<file path="config.mk">
export PLATFORM = sky130hd
export DESIGN_NAME = reset_sequencer
export DESIGN_NICKNAME = d
export VERILOG_FILES = /design/src/rtl/reset_seq_pkg.sv /design/src/rtl/key_debounce.sv /design/src/rtl/reset_sequencer.sv
export SDC_FILE = /design/constraint.sdc
export NUM_CORES = 1
export LEC_CHECK = 0
export CORE_MARGIN = 2
export CORE_UTILIZATION = 45
export CTS_BUF_LIST = sky130_fd_sc_hd__clkbuf_16
export CTS_CLUSTER_SIZE = 40
export DETAILED_ROUTE_END_ITERATION = 12
export PLACE_DENSITY = 0.67
export SLEW_MARGIN = 20
export SYNTH_ARGS = -nofsm -noshare
export SYNTH_HDL_FRONTEND = slang
export SYNTH_HIERARCHICAL = 1
export SYNTH_SLANG_ARGS = --single-unit
</file>
<file path="constraint.sdc">
create_clock -name clk -period 1.8 [get_ports clk]
set_input_delay 0.18 -clock clk [delete_from_list [all_inputs] [get_ports clk]]
set_output_delay 0.18 -clock clk [all_outputs]
set_load 0.1 [all_outputs]
</file>
<file path="src/rtl/reset_seq_pkg.sv">
// Shared types and constants for the KEY0-driven engine reset sequencer.
// State encoding, LED bit positions and counter sizing helper.
package reset_seq_pkg;

  typedef enum logic [2:0] {IDLE, ASSERT, WAIT, RUN, FAULT} seq_state_t;

  localparam int NUM_LEDS   = 10;
  localparam int LED_ASSERT = 0;
  localparam int LED_WAIT   = 1;
  localparam int LED_RUN    = 2;
  localparam int LED_FAULT  = 9;

  function automatic int cnt_width(input int n);
    return (n > 1) ? $clog2(n) : 1;
  endfunction

endpackage

</file>
<file path="src/rtl/key_debounce.sv">
// Synchronises and debounces an active-low key; press is a 1-cycle pulse on a stable 1->0.
// Clean edge to press pulse: 2 + DEBOUNCE_CYCLES + 1 cycles.
module key_debounce
  import reset_seq_pkg::*;
#(
  parameter int DEBOUNCE_CYCLES = 500000
) (
  input  logic clk,
  input  logic rst_n,
  input  logic key_n,
  output logic stable,
  output logic press
);

  localparam int CW = cnt_width(DEBOUNCE_CYCLES);

  logic          sync1_q, sync2_q;
  logic          stable_q, stable_d;
  logic          stable_dly_q;
  logic          press_q, press_d;
  logic [CW-1:0] cnt_q, cnt_d;

  // Any sample matching the accepted level restarts the run of differing samples.
  always_comb begin
    stable_d = stable_q;
    cnt_d    = cnt_q;
    if (sync2_q == stable_q) begin
      cnt_d = '0;
    end else if (cnt_q == CW'(DEBOUNCE_CYCLES - 1)) begin
      stable_d = sync2_q;
      cnt_d    = '0;
    end else begin
      cnt_d = cnt_q + 1'b1;
    end
    press_d = stable_dly_q & ~stable_q;
  end

  always_ff @(posedge clk) begin
    if (!rst_n) begin
      sync1_q      <= 1'b1;
      sync2_q      <= 1'b1;
      stable_q     <= 1'b1;
      stable_dly_q <= 1'b1;
      press_q      <= 1'b0;
      cnt_q        <= '0;
    end else begin
      sync1_q      <= key_n;
      sync2_q      <= sync1_q;
      stable_q     <= stable_d;
      stable_dly_q <= stable_q;
      press_q      <= press_d;
      cnt_q        <= cnt_d;
    end
  end

  assign stable = stable_q;
  assign press  = press_q;

endmodule

</file>
<file path="src/rtl/reset_sequencer.sv">
// KEY0 -> engine reset sequence: hold reset, release, await ready with timeout, show state on LEDs.
// Define RESET_SEQ_PROGRESS_EN to show WAIT timeout progress as a thermometer on led[8:3].
module reset_sequencer
  import reset_seq_pkg::*;
#(
  parameter int DEBOUNCE_CYCLES = 500000,
  parameter int RST_HOLD_CYCLES = 16,
  parameter int READY_TIMEOUT   = 1024
) (
  input  logic                clk,
  input  logic                rst_n,
  input  logic                key0_n,
  input  logic                eng_ready,
  output logic                eng_rst_n,
  output logic                seq_busy,
  output logic                seq_error,
  output logic [NUM_LEDS-1:0] led
);

  localparam int HW = cnt_width(RST_HOLD_CYCLES);
  localparam int TW = cnt_width(READY_TIMEOUT);

  logic press;
  logic key_stable_unused;

  seq_state_t    state_q, state_d;
  logic [HW-1:0] hold_q, hold_d;
  logic [TW-1:0] tmo_q, tmo_d;
  logic          eng_rst_n_q, eng_rst_n_d;
  logic          busy_q, busy_d;
  logic          err_q, err_d;
  logic [NUM_LEDS-1:0] led_q, led_d;

  key_debounce #(.DEBOUNCE_CYCLES(DEBOUNCE_CYCLES)) u_deb (
    .clk    (clk),
    .rst_n  (rst_n),
    .key_n  (key0_n),
    .stable (key_stable_unused),
    .press  (press)
  );

  // A press wins over ready, and ready wins over the timeout.
  always_comb begin
    state_d = state_q;
    hold_d  = hold_q;
    tmo_d   = tmo_q;
    if (press) begin
      state_d = ASSERT;
      hold_d  = '0;
      tmo_d   = '0;
    end else begin
      case (state_q)
        ASSERT: begin
          if (hold_q == HW'(RST_HOLD_CYCLES - 1)) begin
            state_d = WAIT;
            hold_d  = '0;
            tmo_d   = '0;
          end else begin
            hold_d = hold_q + 1'b1;
          end
        end
        WAIT: begin
          if (eng_ready) begin
            state_d = RUN;
            tmo_d   = '0;
          end else if (tmo_q == TW'(READY_TIMEOUT - 1)) begin
            state_d = FAULT;
            tmo_d   = '0;
          end else begin
            tmo_d = tmo_q + 1'b1;
          end
        end
        RUN: begin
          if (!eng_ready) state_d = FAULT;
        end
        FAULT: ;
        default: begin
          state_d = ASSERT;
          hold_d  = '0;
          tmo_d   = '0;
        end
      endcase
    end
  end

  // Outputs are decoded from the next state so they change with the state register.
  always_comb begin
    eng_rst_n_d = (state_d != ASSERT);
    busy_d      = (state_d == ASSERT) || (state_d == WAIT);
    err_d       = (state_d == FAULT);
    led_d       = '0;
    case (state_d)
      ASSERT:  led_d[LED_ASSERT] = 1'b1;
      WAIT:    led_d[LED_WAIT]   = 1'b1;
      RUN:     led_d[LED_RUN]    = 1'b1;
      FAULT:   led_d[LED_FAULT]  = 1'b1;
      default: ;
    endcase
`ifdef RESET_SEQ_PROGRESS_EN
    for (int k = 0; k < 6; k++) begin
      if (state_d == WAIT && tmo_d >= TW'(((k + 1) * READY_TIMEOUT) / 7))
        led_d[LED_RUN + 1 + k] = 1'b1;
    end
`else
    led_d[LED_FAULT-1:LED_RUN+1] = '0;
`endif
  end

  always_ff @(posedge clk) begin
    if (!rst_n) begin
      state_q     <= ASSERT;
      hold_q      <= '0;
      tmo_q       <= '0;
      eng_rst_n_q <= 1'b0;
      busy_q      <= 1'b1;
      err_q       <= 1'b0;
      led_q       <= NUM_LEDS'(1) << LED_ASSERT;
    end else begin
      state_q     <= state_d;
      hold_q      <= hold_d;
      tmo_q       <= tmo_d;
      eng_rst_n_q <= eng_rst_n_d;
      busy_q      <= busy_d;
      err_q       <= err_d;
      led_q       <= led_d;
    end
  end

  assign eng_rst_n = eng_rst_n_q;
  assign seq_busy  = busy_q;
  assign seq_error = err_q;
  assign led       = led_q;

endmodule

</file>
Word-level counts from Yosys, hierarchy flattened
Cells that the tools add are included.
- logic and storage cells: 59
- bits of input ports: 4
- output and inout bits: 13
- register bits after elaboration: 54
- equal/unequal tests: 14
- bitwise logic cells: 5
- mux-type cells: 16
- add/subtract/negate cells: 3
- reduce and logical (&&, ||, !) cells: 7
- operators with widths (operator ; count):
    2-to-1 mux 10 bit ; 3
    case mux 10 bit (3 select lines) ; 1
    adder 19 x 1 -> 19 bit (second input constant) ; 1
    equality test 19 bit (second input constant) ; 1
    2-to-1 mux 3 bit ; 5
    equality test 3 x 2 -> 1 bit (second input constant) ; 4
    case mux 3 bit (4 select lines) ; 1
    adder 10 x 1 -> 10 bit (second input constant) ; 1
    equality test 10 bit (second input constant) ; 1
    case mux 4 bit (2 select lines) ; 1
    equality test 3 x 1 -> 1 bit (second input constant) ; 2
    equality test 3 bit (second input constant) ; 2
    OR reduction 3 bit ; 2
    adder 4 x 1 -> 4 bit (second input constant) ; 1
    equality test 4 bit (second input constant) ; 1
    2-to-1 mux 1 bit ; 4
    2-to-1 mux 4 bit ; 1
    inverter 1 bit ; 4
    AND reduction 2 bit ; 2
    OR reduction 2 bit ; 2
    inequality test 3 x 1 -> 1 bit (second input constant) ; 1
    inequality test 2 bit (second input constant) ; 1
    bitwise AND 1 bit ; 1
    equality test 1 bit ; 1
    logical OR 1 bit ; 1

Longest topological paths before layout
Gate-level depths: netlist of run 1.
- word-level depth: 7
- mapped depth: 6

Cells and area by module
The synthesis of run 1 kept the hierarchy.
- by module, submodules not included (module ; instances ; sequential area each (sq um) ; cells each ; area each (sq um)):
    reset_sequencer ; 1 ; 460.4 ; 129 ; 1174.9
    key_debounce ; 1 ; 480.5 ; 111 ; 1024.7

Worst setup path after synthesis of run 1
OpenSTA, ideal clock, no wires.
- path kind: register to register
- start point: register u_deb.cnt_q[0]
- end point: register u_deb.cnt_q[10]
- setup time: 0.115 ns
- buffers on the path: 1
- setup slack: -0.011 ns
- arrival time: 1.697 ns
- clock period less this slack: 1.811 ns
- stages on the path, launching flop included: 7
- cell sequence: dfxtp_1 -> ha_1 -> nand3_2 -> or4_4 -> o31ai_4 -> buf_6 -> nor2_1
- cells in the longest elaborated chain, start to end: 2
- elaborated cells on any way between the ends: 3
- classes of those cells: add/sub: 1; eq/ne: 1; reduce/logical: 1
- ends and longest elaborated chain (element ; line ; source):
    start: declaration ; key_debounce.sv:21 ; logic [CW-1:0] cnt_q, cnt_d;
    start signal: assignment ; key_debounce.sv:52 ; cnt_q <= cnt_d;
    parallel branches: the longest is 2 deep, another holds adder 19 x 1 -> 19 bit ; - ;
Parallel ways; which one is timed is not known.
A chain may end at the register's enable or synchronous reset.

Final worst setup path of run 1
- start point: register u_deb.cnt_q[1]
- end point: register u_deb.cnt_q[3]
Same word-level chain as after synthesis.

==> flow_summary.toml, run 1 <==
[cts]
root_buffer = "clkbuf_16"
htree_levels = 2
path_clk_slew_ps = 60
clock_sinks = 47
numCtsBuffers = 5
cts_tree = "done"
clockBufferDepth = 2
cts-hold-fix-buffers = 0
insertion_delay_ps = 280

[flow_run]
drv_cap = 0

[global_routing]
grt_max_degree = 14
antenna_found_initial = 0
grt_pass1_vias = 1562
grt_pass1_wl_um = 6941
track_usage_pct = 16.31
overflow = 0

[layout]
drive_gt1_share_pct = 18.87
nFillCells = 461
nets = 271
syn_to_final_growth_pct = 17.06
antenna_cells = 0
layout_common_cells = "dfxtp_1 (44), nor2_1 (28), buf_4 (23), a21oi_1 (12), inv_1 (12)"
layout.cells.most_common = "dfxtp_1"

[logic_synthesis]
ys_seq_area_share_pct = 42.78
postSynthCellCount = 240
post-synth-top-area-fraction_pct = 42.78
synthArstFlopShare_pct = 0
synth-main-ff-cell = "dfxtp_1"
yosys_warnings = 6
synth_area_um2 = 2200
synth-seq-cells = 47
syn_avg_cell_area_um2 = 9.165
synth-edff-count = 0
ys_types = 58
yosysTopAreaCell = "dfxtp_1"
yosys-top-cells-area = "dfxtp_1 (43%), nor2_1 (4.8%), xnor2_1 (4.4%), xor2_1 (3.2%), a21oi_1 (2.7%)"

[route]
vias = 1723
wl_per_cell_um = 12.00
avgViaCountPerCell = 5.190
ant_nets = 0
drt_pass1_iterations = 4
drc_errors = 0
totalWireLength_um = 3984
drtIter0Drc = 70

[worst_setup_path]
crit_path_start_kind = "flop"
crit_fanout = 10
cp_top_family = "simple AND/OR/NAND/NOR gates"
slowest_delay_ps = 440
crit_buf_inv = 1
rr_endpoint = "u_deb/cnt_q[3]$_SDFF_PP0_"
reg2reg_depth = 6
cp_slowest_cell = "or4_4"
end_kind = "flop"
worstPathRequired_ps = 1970
r2r-start = "u_deb/cnt_q[1]$_SDFF_PP0_"
critPathKind = "reg2reg"
r2r_setup_slack_ps = 90
worstPathArrival_ps = 1890
crit_chain = "ha_4, nand3_4, or4_4, o31ai_4, buf_4, nor2_1"

[placed_design]
portBuffers = 10
routabilityCongestion = 0.8061
dp_hpwl_um = 2892

[power]
netSwitchingPower_mw = 0.4446
seqPwrFrac_pct = 52.2
powerDensity_nw_per_um2 = 785.5
p_int_mw = 1.578
p_comb_share_pct = 5.4
p_sw_share_pct = 21.98
p_leak_nw = 0.8970
clock_power_share_pct = 42.5
peakVddDrop_mv = 0.5253

[floorplan]
core_area_um2 = 4723
die_y_um = 73.92
fp.dieArea_um2 = 5463
rows = 25
initial_utilization_pct = 46.57
die_width_um = 73.92
ioPinCount = 17

[timing]
rsz0062_at_grt = "false"
fmaxAchievable_mhz = 583.8
finalClockSkew_ps = 5.113
finalHoldWorstSlack_ps = 412.3
drv_slew = 0
fin_crit_sh_pct = 95.16
fin_crit_ps = 1713
fin_tns_setup_ps = 0
hold_viol = 0
setup_viol = 0

[run_status]
status = "finished clean"

[worst_hold_path]
hp-class = "reg2reg"
hold_depth = 1
hold_end = "u_deb/sync2_q$_SDFF_PN1_"
hold_start = "u_deb/sync1_q$_SDFF_PN1_"
## metrics by stage
step | util, % | setup WS [ps] | std cells | total power, mW | area, um^2
final | 54.52 | 87.18 | 332 | 2.023 | 2575
after global routing | 54.52 | 9.885 | 332 | 2.089 | 2575
after CTS | 54.12 | 59.63 | 331 | 2.048 | 2556
after detailed placement | 51.21 | 81.41 | 323 | 1.186 | 2419
after global placement | 51.21 | 96.29 | 323 | 1.184 | 2419
after floorplan | - | 0.2406 | 245 | 1.173 | 2240
## final cells by class
type	instances	area, um^2	share of cell area [%]
multi-input combinational	174	1169	45.38
sequential	47	944.7	36.69
timing repair buffer	26	202.7	7.872
clock buffer	5	125.1	4.859
tap	67	83.83	3.256
inverter	10	37.54	1.458
clock inverter	3	12.51	0.4859
## flip-flops by register name, summed over array words and instances, names as in the netlist
| name | cells |
|---|---|
| state_q | 3 |
| u_deb/cnt_q | 19 |
| tmo_q | 10 |
| seq_busy | 1 |
| u_deb/press | 1 |
| u_deb/stable | 1 |
| led | 3 |
| u_deb/sync1_q | 1 |
| u_deb/sync2_q | 1 |
| u_deb/stable_dly_q | 1 |
| seq_error | 1 |
| hold_q | 4 |
| eng_rst_n | 1 |
## Yosys cell counts (2+ instances only)
master	count
nand4b_1	2
o32a_2	2
nand2b_1	4
buf_4	8
buf_2	2
o31a_1	2
and2_1	4
o21ai_0	4
nand3_1	8
nor2b_1	2
nor2_1	28
nor3_1	7
nand2_1	10
a31oi_1	3
nand4_1	8
xor2_1	8
buf_6	2
a21o_1	3
and4_1	3
or3b_1	2
a21oi_1	12
nor4_1	5
mux2i_1	2
dfxtp_1	47
nand3b_1	2
inv_1	10
xnor2_1	11
ha_1	3
and3_1	2
or3_1	4
o211ai_1	3
## power by group through the flow
stage,sequential (mW),clock [mW],combinational (mW)
6_report,1.06,0.859,0.108
4_1_cts,1.05,0.885,0.108
5_1_grt,1.06,0.916,0.117
3_3_place_gp,1.08,0,0.106
3_5_place_dp,1.08,0,0.108
2_1_floorplan,1.08,0,0.0949
## worst max-delay path by stage
| stage | start | end | slack [ps] | cells after the start |
|---|---|---|---|---|
| 5_1_grt | u_deb/cnt_q[1]$_SDFF_PP0_ | u_deb/cnt_q[12]$_SDFF_PP0_ | 10 | 6 |
| 4_1_cts | u_deb/cnt_q[2]$_SDFF_PP0_ | u_deb/cnt_q[13]$_SDFF_PP0_ | 60 | 4 |
| 2_1_floorplan | u_deb/cnt_q[1]$_SDFF_PP0_ | u_deb/cnt_q[10]$_SDFF_PP0_ | 0.2 | 6 |
| 6_report | u_deb/cnt_q[1]$_SDFF_PP0_ | u_deb/cnt_q[3]$_SDFF_PP0_ | 90 | 6 |
| 3_5_place_dp | hold_q[1]$_SDFFE_PP0N_ | tmo_q[7]$_SDFFE_PP0P_ | 80 | 5 |
| 3_3_place_gp | hold_q[0]$_SDFFE_PP0N_ | tmo_q[7]$_SDFFE_PP0P_ | 100 | 5 |
## metal layers
| layer | wire length (um) | track usage [%] |
|---|---|---|
| met5 | 0 | 0 |
| met4 | 56 | 4.848 |
| met3 | 151 | 4.938 |
| met2 | 1805 | 24.90 |
| met1 | 1971 | 22.26 |
## repair_timing
item	CTS	global route
gates resized for setup	0	4
buffers inserted	0	1
setup endpoints to repair	0	11
## cell families after synthesis
logic type | count (synthesis) | share of synthesized area, %
DFF | 47 | 42.78
AOI/OAI and AO/OA | 42 | 14.39
muxes | 2 | 0.9102
other | 1 | 0.1705
buffers and inverters | 24 | 6.257
and+or+nand+nor | 102 | 26.22
xor gates and xnor gates | 19 | 7.565
adders and majority gates | 3 | 1.707
Note: power is estimated with default switching activity, not from simulation.
==> run 2, diff against run 1 <==
--- a/config.mk
+++ b/config.mk
@@ -10,7 +10,7 @@
 export CTS_BUF_LIST = sky130_fd_sc_hd__clkbuf_16
 export CTS_CLUSTER_SIZE = 40
 export DETAILED_ROUTE_END_ITERATION = 12
-export PLACE_DENSITY = 0.67
+export PLACE_DENSITY = 0.64
 export SLEW_MARGIN = 20
 export SYNTH_ARGS = -nofsm -noshare
 export SYNTH_HDL_FRONTEND = slang
==> constraint.sdc (replaced) <==
create_clock -name clk -period 2.1 [get_ports clk]
set_input_delay 0.21 -clock clk [delete_from_list [all_inputs] [get_ports clk]]
set_output_delay 0.21 -clock clk [all_outputs]
set_load 0.1 [all_outputs]
==> run 2 against run 1 <==
Die area stayed put. Clock power is 14% lower. Sequential power is 15% lower. Total power is 15% lower. Wire length is 5.1% lower. Register-to-register slack better by 160 ps. Sequential cell count stayed put. First-iteration DRC count is 31% lower. Critical path depth stayed put. Cell count is 3.6% lower. Final area is 4.8% lower. Global-route usage is 0.85 points lower. Critical endpoint is now u_deb/cnt_q[17]$_SDFF_PP0_. Highest routed layer unchanged.
==> flow_summary.toml, run 2 (synthesis results as in run 1) <==
[cts]
cts-hold-fix-buffers = 0
numCtsBuffers = 5
htree_levels = 2
cts_setup_buffers = 0
clockBufferDepth = 2
path_clk_slew_ps = 60
cts_tree = "done"
clock_sinks = 47
root_buffer = "clkbuf_16"
insertion_delay_ps = 290
cts-resized-gates = 0

[worst_hold_path]
hp-class = "reg2reg"
hold_start = "u_deb/sync1_q$_SDFF_PN1_"

[route]
avgViaCountPerCell = 5.238
drc_errors = 0
dr.max_layer_used = "met4"
drtIter0Drc = 48
wl_met3_um = 120
totalWireLength_um = 3780
wl_met2_um = 1767
wl_per_cell_um = 11.81
drt_pass1_iterations = 4
vias = 1676
m1WireLength_um = 1829
ant_nets = 0

[floorplan]
die_width_um = 73.92
initial_utilization_pct = 46.57
core_area_um2 = 4723
ioPinCount = 17
fp.dieArea_um2 = 5463
die_y_um = 73.92
rows = 25

[worst_setup_path]
r2r-start = "u_deb/cnt_q[0]$_SDFF_PP0_"
critPathKind = "reg2reg"
worstPathRequired_ps = 2260
end_kind = "flop"
crit_start = "u_deb/cnt_q[0]$_SDFF_PP0_"
worstPathArrival_ps = 2010
crit_path_start_kind = "flop"
crit_fanout = 19

[power]
powerDensity_nw_per_um2 = 704.7
p_leak_nw = 0.8322
p_int_mw = 1.347
seqPwrFrac_pct = 52.4
clock_power_share_pct = 42.6
p_comb_share_pct = 5.0
p_sw_share_pct = 22.03
peakVddDrop_mv = 0.6032
netSwitchingPower_mw = 0.3806
power.total_mw = 1.727

[global_routing]
grt_max_degree = 20
track_usage_pct = 15.46
overflow = 0
antenna_found_initial = 0
grt_pass1_wl_um = 6534
grt_pass1_vias = 1518

[layout]
layout.cells.most_common = "dfxtp_1"
top_regs = "u_deb/cnt_q (19), tmo_q (10), hold_q (4)"
regMostFlops = "u_deb/cnt_q"
layout_common_cells = "dfxtp_1 (47), nor2_1 (28), a21oi_1 (12)"
syn_to_final_growth_pct = 11.43
nets = 259
antenna_cells = 0
drive_gt1_share_pct = 12.65
post-route-util_pct = 51.89
largest_reg_flops = 19

[placed_design]
routabilityCongestion = 0.7655
portBuffers = 10
dp_hpwl_um = 2658

[flow_run]
drv_cap = 0

[timing]
fin_crit_sh_pct = 88.09
hold_viol = 0
fmaxAchievable_mhz = 540.6
fin_tns_setup_ps = 0
fin_crit_ps = 1850
drv_slew = 0
rsz0062_at_grt = "false"
finalClockSkew_ps = 6.412
setup_viol = 0

[run_status]
status = "finished clean"
## run 2: cell count changes in the layout (fill, tap and decap cells not counted), moves of 2 or more
cell	before	now
buf_4	23	11
dfxtp_1	44	47
clkinv_1	0	2
dfxtp_2	3	0
## run 2: area by class of cell
| class | instances | area, um^2 |
|---|---|---|
| inverter | 10 | 37.54 |
| fill | 445 | 2272 |
| clock inverter | 3 | 11.26 |
| multi-input combinational | 174 | 1140 |
| timing repair buffer | 14 | 112.6 |
| tap | 67 | 83.83 |
| clock buffer | 5 | 125.1 |
| sequential | 47 | 940.9 |
## run 2: final timing paths
path	end	slack, ps	cells after the start
max	u_deb/cnt_q[17]$_SDFF_PP0_	250	6
min	u_deb/sync2_q$_SDFF_PN1_	410	1
max reg2reg	u_deb/cnt_q[17]$_SDFF_PP0_	250	6
min reg2reg	u_deb/sync2_q$_SDFF_PN1_	410	1
## run 2: metrics by stage
stage / cell area (um^2) / hold WS [ps] / worst slack, ps / instances
after floorplan: 2218 / 271.9 / 288.6 / 245
after global placement: 2315 / 397.9 / 296.5 / 312
after detailed placement: 2315 / 400.8 / 250.1 / 312
after CTS: 2451 / 414.9 / 227.3 / 320
after global routing: 2451 / 437.8 / 117.4 / 320
final: 2451 / 408.6 / 250.2 / 320
## run 2: worst max-delay path, stage by stage (launching register included)
cell and delay [ps]:
dfxtp_1 370, ha_1 230, nand3_2 160, or4_4 470, o31ai_4 170, buf_4 250
a21oi_1 60
## run 2: per-layer routing
layer | up-vias | track usage, %
met5 | - | 0
met1 | 785 | 19.75
li1 | 873 | -
met3 | 6 | 5.487
met4 | 0 | 6.263
met2 | 12 | 23.81
## run 2: power groups by stage
stage | sequential (mW) | combinational (mW) | clock (mW)
after floorplan | 0.923 | 0.0812 | 0
after global placement | 0.925 | 0.0860 | 0
after detailed placement | 0.925 | 0.0863 | 0
after CTS | 0.905 | 0.0868 | 0.761
after global routing | 0.906 | 0.0919 | 0.787
final | 0.906 | 0.0864 | 0.735
==> run 3, diff against run 2 <==
--- a/config.mk
+++ b/config.mk
@@ -10,7 +10,8 @@
 export CTS_BUF_LIST = sky130_fd_sc_hd__clkbuf_16
 export CTS_CLUSTER_SIZE = 40
 export DETAILED_ROUTE_END_ITERATION = 12
-export PLACE_DENSITY = 0.64
+export PLACE_DENSITY_LB_ADDON = 0.05
+export SETUP_SLACK_MARGIN = 0.3
 export SLEW_MARGIN = 20
 export SYNTH_ARGS = -nofsm -noshare
 export SYNTH_HDL_FRONTEND = slang
==> run 3 against run 2 <==
Core utilization increased by 1.4 points. Register-to-register slack improved by 120 ps. Final area increased by 2.7%. Setup slack improved by 120 ps. Sequential power about the same. Hold slack got worse by 2.0 ps. Sequential share of layout area decreased by 0.89 points. Critical path depth unchanged. Die area unchanged.
==> flow_summary.toml, run 3 (synthesis results as in run 1) <==
[timing]
finalClockSkew_ps = 7.079
fin_tns_setup_ps = 0
finalHoldWorstSlack_ps = 406.5
rsz0062_at_grt = "true"
drv_slew = 0
fmaxAchievable_mhz = 577.0
hold_viol = 0
setup_viol = 0
fin_crit_ps = 1733
fin_crit_sh_pct = 82.52

[route]
drc_errors = 0
drtIter0Drc = 84
totalWireLength_um = 4106
vias = 1673
wl_per_cell_um = 12.71
avgViaCountPerCell = 5.180
ant_nets = 0
drt_pass1_iterations = 4

[power]
peakVddDrop_mv = 0.3208
powerDensity_nw_per_um2 = 690.1
clock_power_share_pct = 42.7
p_leak_nw = 0.8533
p_int_mw = 1.350
netSwitchingPower_mw = 0.3858
p_sw_share_pct = 22.22
seqPwrFrac_pct = 52.2
p_comb_share_pct = 5.2

[worst_setup_path]
r2r-start = "u_deb/cnt_q[0]$_SDFF_PP0_"
worstPathRequired_ps = 2270
crit_start = "u_deb/cnt_q[0]$_SDFF_PP0_"
worstPathArrival_ps = 1910
end_kind = "flop"
crit_fanout = 7
critPathKind = "reg2reg"
crit_path_start_kind = "flop"

[placed_design]
routabilityCongestion = 0.7670
portBuffers = 10
place_inst = 312
placed_cell_area_um2 = 2336
dp_hpwl_um = 2771

[worst_hold_path]
hp-class = "reg2reg"
hold_start = "u_deb/sync1_q$_SDFF_PN1_"

[global_routing]
overflow = 0
track_usage_pct = 16.04
grt_pass1_wl_um = 6706
grt_max_degree = 20
antenna_found_initial = 0
grt_pass1_vias = 1526

[cts]
cts_tree = "done"
clockBufferDepth = 2
numCtsBuffers = 5
cts-hold-fix-buffers = 0
clock_sinks = 47
root_buffer = "clkbuf_16"
insertion_delay_ps = 280
path_clk_slew_ps = 60
htree_levels = 2

[floorplan]
die_width_um = 73.92
fp.dieArea_um2 = 5463
ioPinCount = 17
die_y_um = 73.92
core_area_um2 = 4723
initial_utilization_pct = 46.57
rows = 25

[layout]
drive_gt1_share_pct = 16.80
top_regs = "u_deb/cnt_q (19), tmo_q (10), hold_q (4)"
nFillCells = 454
postLayoutCellArea_um2 = 2516
layout_common_cells = "dfxtp_1 (45), nor2_1 (28), a21oi_1 (12), inv_1 (12), buf_4 (12)"
syn_to_final_growth_pct = 14.39
regMostFlops = "u_deb/cnt_q"
antenna_cells = 0
nets = 262
fin_cells = 323
layout.cells.most_common = "dfxtp_1"
largest_reg_flops = 19

[run_status]
status = "finished clean"

[flow_run]
drv_cap = 0
[run 3: stage by stage]
| step | util, % | worst slack (ps) | power, mW |
|---|---|---|---|
| after global placement | 49.46 | 281.9 | 1.012 |
| after global routing | 53.27 | 288.0 | 1.801 |
| after detailed placement | 49.46 | 260.0 | 1.012 |
| after CTS | 52.45 | 301.1 | 1.760 |
| final | 53.27 | 367.0 | 1.736 |
| after floorplan | - | 300.2 | 1.005 |
[run 3: final timing paths]
path	cells after the start	slack (ps)	endpoint
max	6	370	u_deb/cnt_q[11]$_SDFF_PP0_
min	1	410	u_deb/sync2_q$_SDFF_PN1_
max reg2reg	6	370	u_deb/cnt_q[11]$_SDFF_PP0_
min reg2reg	1	410	u_deb/sync2_q$_SDFF_PN1_
[run 3: what timing repair did]
item	CTS	global route
gates resized for setup	1	9
gates cloned	0	2
endpoints found under the setup margin	19	27
setup buffers	0	1
pin swaps	0	2
hold endpoints to repair	0	0
[run 3: cell type report]
type / count / area, um^2 / area share [%]
flip-flops and latches: 47 / 943.4 / 37.49
clock buffers: 5 / 125.1 / 4.973
clock inverters: 3 / 12.51 / 0.4973
multi-input cells: 174 / 1171 / 46.54
repair buffers: 17 / 142.6 / 5.669
inverters: 10 / 37.54 / 1.492
well taps: 67 / 83.83 / 3.332
[run 3: power by group through the flow]
stage          Combinational (mW)  Sequential, mW  Clock [mW]
4_1_cts                    0.0875           0.905       0.767
2_1_floorplan              0.0813           0.924           0
3_5_place_dp               0.0867           0.925           0
5_1_grt                    0.0956           0.906       0.800
6_report                   0.0895           0.906       0.741
3_3_place_gp               0.0867           0.925           0
[run 3: worst max-delay path, stage by stage (launching register included)]
cell     delay, ps
dfxtp_2        370
ha_4           160
nand3_4        110
or4_4          460
o31ai_4        270
buf_4          200
nor2_1          50
[run 3: metal layers]
metal / global-route usage [%] / part of all wire [%] / vias up / routed length, um
met5: 0 / 0 / - / 0
met4: 7.273 / 0.97 / 0 / 40
met3: 4.938 / 3.1 / 2 / 128
met2: 26.09 / 47 / 17 / 1941
met1: 19.46 / 49 / 780 / 1996
li1: - / - / 874 / -
